$ cat src/rtl/uart_pkg.sv
// Shared UART definitions: transmitter FSM states and default link constants.
// Used by the buffered transmitter (uart_tx_fifo) and the receiver.
package uart_pkg;

    localparam int UART_DATA_WIDTH = 8;
    localparam int UART_BAUD_RATE  = 19200;
    localparam int UART_CLK_FREQ   = 50000000;

    typedef enum logic [2:0] {
        IDLE   = 3'd0,
        START  = 3'd1,
        DATA   = 3'd2,
        PARITY = 3'd3,
        STOP   = 3'd4
    } tx_state_t;

    // Bits on the wire per character: start + data + optional parity + stop.
    function automatic int frame_bits(input int data_width, input bit parity_en);
        return data_width + 2 + (parity_en ? 1 : 0);
    endfunction

endpackage

$ cat src/rtl/uart_sync_fifo.sv
// Synchronous FIFO with extra-MSB pointers; full/empty from pointer compare.
// Push while full and pop while empty are ignored.
module uart_sync_fifo #(
    parameter int DATA_WIDTH = 8,
    parameter int FIFO_DEPTH = 16
) (
    input  logic                          clk,
    input  logic                          rst,
    input  logic                          i_push,
    input  logic [DATA_WIDTH-1:0]         i_data,
    input  logic                          i_pop,
    output logic [DATA_WIDTH-1:0]         o_data,
    output logic                          o_full,
    output logic                          o_empty,
    output logic [$clog2(FIFO_DEPTH):0]   o_count
);

    localparam int AW = $clog2(FIFO_DEPTH);

    logic [DATA_WIDTH-1:0] r_mem [FIFO_DEPTH];
    logic [AW:0]           r_wr_ptr;
    logic [AW:0]           r_rd_ptr;
    logic                  w_full;
    logic                  w_empty;
    logic                  w_do_push;
    logic                  w_do_pop;

    assign w_full  = (r_wr_ptr[AW] != r_rd_ptr[AW]) &&
                     (r_wr_ptr[AW-1:0] == r_rd_ptr[AW-1:0]);
    assign w_empty = (r_wr_ptr == r_rd_ptr);

    assign w_do_push = i_push && !w_full;
    assign w_do_pop  = i_pop && !w_empty;

    assign o_data  = r_mem[r_rd_ptr[AW-1:0]];
    assign o_full  = w_full;
    assign o_empty = w_empty;
    assign o_count = r_wr_ptr - r_rd_ptr;

    // Storage write; contents need no reset since pointers gate visibility.
    always_ff @(posedge clk) begin
        if (w_do_push) begin
            r_mem[r_wr_ptr[AW-1:0]] <= i_data;
        end
    end

    // Pointer update; pointers wrap naturally through the extra MSB.
    always_ff @(posedge clk) begin
        if (rst) begin
            r_wr_ptr <= '0;
            r_rd_ptr <= '0;
        end else begin
            if (w_do_push) begin
                r_wr_ptr <= r_wr_ptr + 1'b1;
            end
            if (w_do_pop) begin
                r_rd_ptr <= r_rd_ptr + 1'b1;
            end
        end
    end

endmodule

$ cat src/rtl/uart_tx_fifo.sv
// Buffered UART transmitter: valid/ready byte input, FIFO, 8N1 serialiser.
// Define UART_TX_PARITY_EN to insert an even-parity bit (8E1 frame).
module uart_tx_fifo
    import uart_pkg::*;
#(
    parameter int DATA_WIDTH   = UART_DATA_WIDTH,
    parameter int BAUD_RATE    = UART_BAUD_RATE,
    parameter int CLK_FREQ     = UART_CLK_FREQ,
    parameter int CLOCK_DIVIDE = CLK_FREQ / BAUD_RATE,
    parameter int FIFO_DEPTH   = 16
) (
    input  logic                        clk,
    input  logic                        rst,
    input  logic [DATA_WIDTH-1:0]       in_data,
    input  logic                        in_valid,
    output logic                        in_ready,
    output logic                        txd,
    output logic                        busy,
    output logic [$clog2(FIFO_DEPTH):0] fifo_count
);

    localparam int AW = $clog2(FIFO_DEPTH);
    localparam int CW = $clog2(CLOCK_DIVIDE);
    localparam int IW = $clog2(DATA_WIDTH);

    logic [DATA_WIDTH-1:0] w_fifo_data;
    logic                  w_full;
    logic                  w_empty;
    logic [AW:0]           w_count;
    logic                  w_pop;
    logic                  w_cell_done;
    logic                  w_last_bit;
    logic                  w_state_change;

    tx_state_t             r_state;
    tx_state_t             w_state_next;
    logic [CW-1:0]         r_baud;
    logic [IW-1:0]         r_bit_idx;
    logic [DATA_WIDTH-1:0] r_shift;
    logic                  r_txd;
`ifdef UART_TX_PARITY_EN
    logic                  r_parity;
`endif

    uart_sync_fifo #(
        .DATA_WIDTH (DATA_WIDTH),
        .FIFO_DEPTH (FIFO_DEPTH)
    ) u_fifo (
        .clk     (clk),
        .rst     (rst),
        .i_push  (in_valid),
        .i_data  (in_data),
        .i_pop   (w_pop),
        .o_data  (w_fifo_data),
        .o_full  (w_full),
        .o_empty (w_empty),
        .o_count (w_count)
    );

    assign w_cell_done    = (r_baud == CW'(CLOCK_DIVIDE - 1));
    assign w_last_bit     = (r_bit_idx == IW'(DATA_WIDTH - 1));
    assign w_state_change = (w_state_next != r_state);

    assign in_ready   = !w_full;
    assign txd        = r_txd;
    assign fifo_count = w_count;
    assign busy       = (r_state != IDLE) || (w_count != '0);

    // State register.
    always_ff @(posedge clk) begin
        if (rst) begin
            r_state <= IDLE;
        end else begin
            r_state <= w_state_next;
        end
    end

    // Next-state and FIFO pop; STOP chains straight into START when data waits.
    always_comb begin
        w_state_next = r_state;
        w_pop        = 1'b0;
        case (r_state)
            IDLE: begin
                if (!w_empty) begin
                    w_pop        = 1'b1;
                    w_state_next = START;
                end
            end
            START: begin
                if (w_cell_done) begin
                    w_state_next = DATA;
                end
            end
            DATA: begin
                if (w_cell_done && w_last_bit) begin
`ifdef UART_TX_PARITY_EN
                    w_state_next = PARITY;
`else
                    w_state_next = STOP;
`endif
                end
            end
`ifdef UART_TX_PARITY_EN
            PARITY: begin
                if (w_cell_done) begin
                    w_state_next = STOP;
                end
            end
`endif
            STOP: begin
                if (w_cell_done) begin
                    if (!w_empty) begin
                        w_pop        = 1'b1;
                        w_state_next = START;
                    end else begin
                        w_state_next = IDLE;
                    end
                end
            end
            default: begin
                w_state_next = IDLE;
            end
        endcase
    end

    // Baud counter: restarts at every cell boundary and every state entry.
    always_ff @(posedge clk) begin
        if (rst) begin
            r_baud <= '0;
        end else if (r_state == IDLE || w_cell_done || w_state_change) begin
            r_baud <= '0;
        end else begin
            r_baud <= r_baud + CW'(1);
        end
    end

    // Data bit index, counts cells while in DATA.
    always_ff @(posedge clk) begin
        if (rst) begin
            r_bit_idx <= '0;
        end else if (r_state != DATA) begin
            r_bit_idx <= '0;
        end else if (w_cell_done) begin
            r_bit_idx <= w_last_bit ? '0 : r_bit_idx + IW'(1);
        end
    end

    // Shift register: load on pop, shift right LSB-first after each data cell.
    always_ff @(posedge clk) begin
        if (rst) begin
            r_shift <= '0;
        end else if (w_pop) begin
            r_shift <= w_fifo_data;
        end else if (r_state == DATA && w_cell_done) begin
            r_shift <= r_shift >> 1;
        end
    end

`ifdef UART_TX_PARITY_EN
    // Even parity captured when the byte leaves the FIFO.
    always_ff @(posedge clk) begin
        if (rst) begin
            r_parity <= 1'b0;
        end else if (w_pop) begin
            r_parity <= ^w_fifo_data;
        end
    end
`endif

    // Registered line driver, one cycle behind the state it reflects.
    always_ff @(posedge clk) begin
        if (rst) begin
            r_txd <= 1'b1;
        end else begin
            case (r_state)
                START:   r_txd <= 1'b0;
                DATA:    r_txd <= r_shift[0];
`ifdef UART_TX_PARITY_EN
                PARITY:  r_txd <= r_parity;
`endif
                default: r_txd <= 1'b1;
            endcase
        end
    end

endmodule

$ cat config.mk
export PLATFORM = sky130hd
export DESIGN_NAME = uart_tx_fifo
export DESIGN_NICKNAME = d
export VERILOG_FILES = /design/src/rtl/uart_pkg.sv /design/src/rtl/uart_sync_fifo.sv /design/src/rtl/uart_tx_fifo.sv
export SDC_FILE = /design/constraint.sdc
export NUM_CORES = 1
export LEC_CHECK = 0
export CAP_MARGIN = 40
export CELL_PAD_IN_SITES_DETAIL_PLACEMENT = 0
export CELL_PAD_IN_SITES_GLOBAL_PLACEMENT = 1
export CORE_MARGIN = 2
export CORE_UTILIZATION = 48
export DETAILED_ROUTE_END_ITERATION = 12
export GPL_TIMING_DRIVEN = 1
export HOLD_SLACK_MARGIN = 0.08
export PLACE_DENSITY_LB_ADDON = 0.1
export SKIP_CTS_REPAIR_TIMING = 1
export SYNTH_ARGS = -nofsm -noshare
export SYNTH_HDL_FRONTEND = slang
export SYNTH_SLANG_ARGS = --single-unit
export TNS_END_PERCENT = 10
$ cat constraint.sdc
create_clock -name clk -period 7.6 [get_ports clk]
set_clock_uncertainty 0.15 [all_clocks]
set_input_delay 0.76 -clock clk [delete_from_list [all_inputs] [get_ports clk]]
set_output_delay 0.76 -clock clk [all_outputs]
set_load 0.01 [all_outputs]
==> parameters.txt <==
Parameter                              Value

Status
  Result of the run ... finished clean

STA
  Setup WS post-layout ... 3.70 ns
  Max Clk Rate ... roughly 260 MHz
  Fin crit share ... 51.3%
  Count of final setup violators ... 0
  Slew at the pin with the worst max-slew slack ... 0.852 ns
  Worst rel slew slack ... between 40% and 50%
  Setup repair after global routing missed its margin ... no
  TNS Setup ... 0 ns
  Number of max-slew violations in the final report ... 0
  Final critical-path required period ... roughly 3.9 ns
  Hold slack ... 0.313 ns
  Number of hold violations in the final report ... 0

Die
  Core Region ... 14000 um^2
  DIE HEIGHT ... 124 um
  Die outline width ... 124 um
  I/O pin total ... 19
  Number of placement rows ... 43
  Die Area ... between 15000 and 20000 um^2
  Initial Util ... 49.5%

Clock network
  Clock Tree Root ... sky130_fd_sc_hd__clkbuf_16
  Clk Latency, worst-skew pair ... 0.42 ns
  H-tree depth ... 4
  Clock Sinks ... between 150 and 200
  Clock Tree Buf Depth ... 2
  Total clock buffers created by CTS ... 17
  TritonCTS clock tree ... built
  Clock-pin slew on the worst setup and hold paths ... ~0.07 ns

Power and ir drop
  Power per unit of standard cell area ... around 290 nW/um^2
  Worst supply voltage drop on vdd ... 0.000196 V
  Total power draw ... 2.33 mW
  Standby leakage power ... ~2.7 nW

Logic synthesis
  Mean instance size in the synthesized netlist ... 15.8 um^2
  Post-synth EDFFs ... 128
  Area leader, netlist ... sky130_fd_sc_hd__edfxtp_1
  Synthesized netlist cell count ... around 440
  Share of synthesized flip-flops with an asynchronous set or reset ... 0%
  Leading post-synthesis cells by cell area ... sky130_fd_sc_hd__edfxtp_1 56%, sky130_fd_sc_hd__dfxtp_1 12%, sky130_fd_sc_hd__mux4_2 10%
  Flop and latch count out of synthesis ... roughly 170
  Ys flop type ... sky130_fd_sc_hd__edfxtp_1
  Part of the Yosys area used for sequential elements ... 67.4%
  Syn nets ... roughly 460
  Cell types with the highest counts after synthesis ... 128 x sky130_fd_sc_hd__edfxtp_1, 46 x sky130_fd_sc_hd__nor2_1, 41 x sky130_fd_sc_hd__dfxtp_1
  Warnings, synthesis ... 0
  Cell Area, Synth ... 6930 um^2
  Count of cell types in the netlist ... 52
  Most frequent cell after synthesis ... sky130_fd_sc_hd__edfxtp_1
  Top-area cell type share of the netlist area ... between 50% and 60%

Global route
  Via count of the first global-routing pass ... 3796
  Overall global routing resource usage ... 19.6%
  Final global-route overflow total ... 0
  Number of antenna violations at the first check in global routing ... 0
  Largest net degree at the start of global routing ... 33
  Global-route wire length before repair ... 21400 um

Routing
  Via density per instance ... 5.62
  First-iteration detailed-routing DRC count ... 350
  Per-cell routed wire length ... 20.3 um
  Total via count after detailed routing ... between 3000 and 4000
  Antenna violation net count after detailed routing ... 0
  Pre-Repair DR Iteration Count ... 5
  DRC viols ... 0
  Total length of routed wires ... 13600 um

Placement
  HPWL after detailed placement ... 9090 um
  Number of buffer cells added on primary ports ... 18
  Number of cells in the design after placement ... 637
  Routability cong. ... 0.746
  Post-place setup slack ... between 4 and 5 ns

Finish
  Filler instances ... 1097
  Area delta synth->final ... 15.2%
  Count of non-filler cells in the finished layout ... 669
  Storage cell area ... 4670 um^2
  Multi-input combinational cell area ... 2110 um^2
  Antenna Cells ... 0
  Final net count ... 500
  Fraction of layout instances using a drive strength above 1 ... between 10% and 20%

Setup path
  Worst endpoint data arrival time ... around 3.0 ns
  Kind of critical path ... reg2out
  Endpoint class of the critical path ... output pin
  Worst-case register-to-register setup slack ... 4.63 ns
  Slowest stage cell, crit path ... sky130_fd_sc_hd__fa_1
  Worst Path Required ... around 6.7 ns
  Startpoint type of the worst setup path ... flop
  Max FO, Critical Path ... 5
  Critical path, cell by cell ... inv_1 > ha_1 > fa_1 > nand2_1 > or4_1 > or4_1 > clkdlybuf4s50_1
  Most frequent cell on the critical path ... sky130_fd_sc_hd__or4_1
  Worst path max stage delay ... 0.51 ns

Worst hold path
  Worst min path class ... reg2reg

Job
  Max-capacitance violation count ... 0
==> path summary, 6_finish.rpt <==
kind | start | endpoint | cells after the start
max | u_fifo.r_wr_ptr[0] | busy | 7
min | r_baud[0] | r_baud[0] | 1
max reg2reg | u_fifo.r_wr_ptr[2] | u_fifo.r_mem[4][4] | 5
min reg2reg | r_baud[0] | r_baud[0] | 1
==> worst max-delay path: cells and delay by family, from the launching register on <==
family	cells	cell delay [ns]
fa+ha+maj	2	0.73
buf+inv	2	0.59
flops	1	0.42
simple gates	3	0.82
==> per-layer routing <==
metal  track usage, %  vias to the layer above  share of wire (%)
met1             26.3                     1893                 45
met2             32.0                      101                 50
met3             5.49                        6                4.3
li1                 -                     1762                  -
met5                0                        -                  0
met4             4.28                        0               0.59
==> cell type report <==
class / instances / area share (%)
Sequential cell: 169 / 58.5
Multi-Input combinational cell: 240 / 26.4
Clock buffer: 17 / 5.33
Timing Repair Buffer: 37 / 4.39
Tap cell: 180 / 2.82
Clock inverter: 15 / 2.07
Inverter: 11 / 0.517
==> report_power, final <==
part           switching (mW)  total, mW  internal (mW)
Combinational           0.183      0.380          0.197
Sequential             0.0498       1.09           1.04
Clock                   0.368      0.861          0.492
Total                   0.601       2.33           1.73
==> sequential cells by signal (all words and copies together) (netlist names), named ones only <==
name / cells
u_fifo.r_rd_ptr: 5
txd: 1
r_bit_idx: 3
u_fifo.r_mem: 128
u_fifo.r_wr_ptr: 5
r_baud: 12
r_state: 3
r_shift: 8
==> per-stage QoR <==
| stage | instance area [um^2] | util, % |
|---|---|---|
| floorplan | 6930 | - |
| global placement | 7260 | 51.9 |
| detailed placement | 7390 | 52.8 |
| CTS | 7980 | 57.0 |
| global route | 7980 | 57.0 |
| finish | 7980 | 57.0 |
==> kinds of logic after synthesis <==
| logic type | Yosys count | share of synthesized area [%] |
|---|---|---|
| flops | 169 | 67.4 |
| simple gates | 120 | 8.76 |
| compound gates | 50 | 5.38 |
| mux | 36 | 11.1 |
| buf+inv | 29 | 2.22 |
| xor+xnor | 21 | 2.76 |
| fa+ha+maj | 13 | 2.46 |
==> layout by cell type (no fill, tap or decap), types with 3 or more instances in the layout <==
cell	synthesis	routed
sky130_fd_sc_hd__clkdlybuf4s50_1	0	18
sky130_fd_sc_hd__inv_1	11	11
sky130_fd_sc_hd__a21o_1	3	3
sky130_fd_sc_hd__inv_6	0	4
sky130_fd_sc_hd__xnor2_1	10	10
sky130_fd_sc_hd__nor3_1	7	7
sky130_fd_sc_hd__ha_1	12	12
sky130_fd_sc_hd__mux4_2	32	32
sky130_fd_sc_hd__clkbuf_16	0	17
sky130_fd_sc_hd__nand4_1	3	3
sky130_fd_sc_hd__edfxtp_1	128	128
sky130_fd_sc_hd__buf_4	5	17
sky130_fd_sc_hd__inv_8	0	3
sky130_fd_sc_hd__xor2_1	10	10
sky130_fd_sc_hd__nand2b_1	4	4
sky130_fd_sc_hd__a311oi_1	6	6
sky130_fd_sc_hd__nor2_1	46	46
sky130_fd_sc_hd__a22oi_1	14	14
sky130_fd_sc_hd__a211oi_1	6	6
sky130_fd_sc_hd__and3_1	6	6
sky130_fd_sc_hd__nand2_1	25	25
sky130_fd_sc_hd__nor2b_1	5	5
sky130_fd_sc_hd__a21oi_1	11	11
sky130_fd_sc_hd__nand3_1	5	5
sky130_fd_sc_hd__dfxtp_1	41	40
Note: power is estimated with default switching activity, not from simulation.
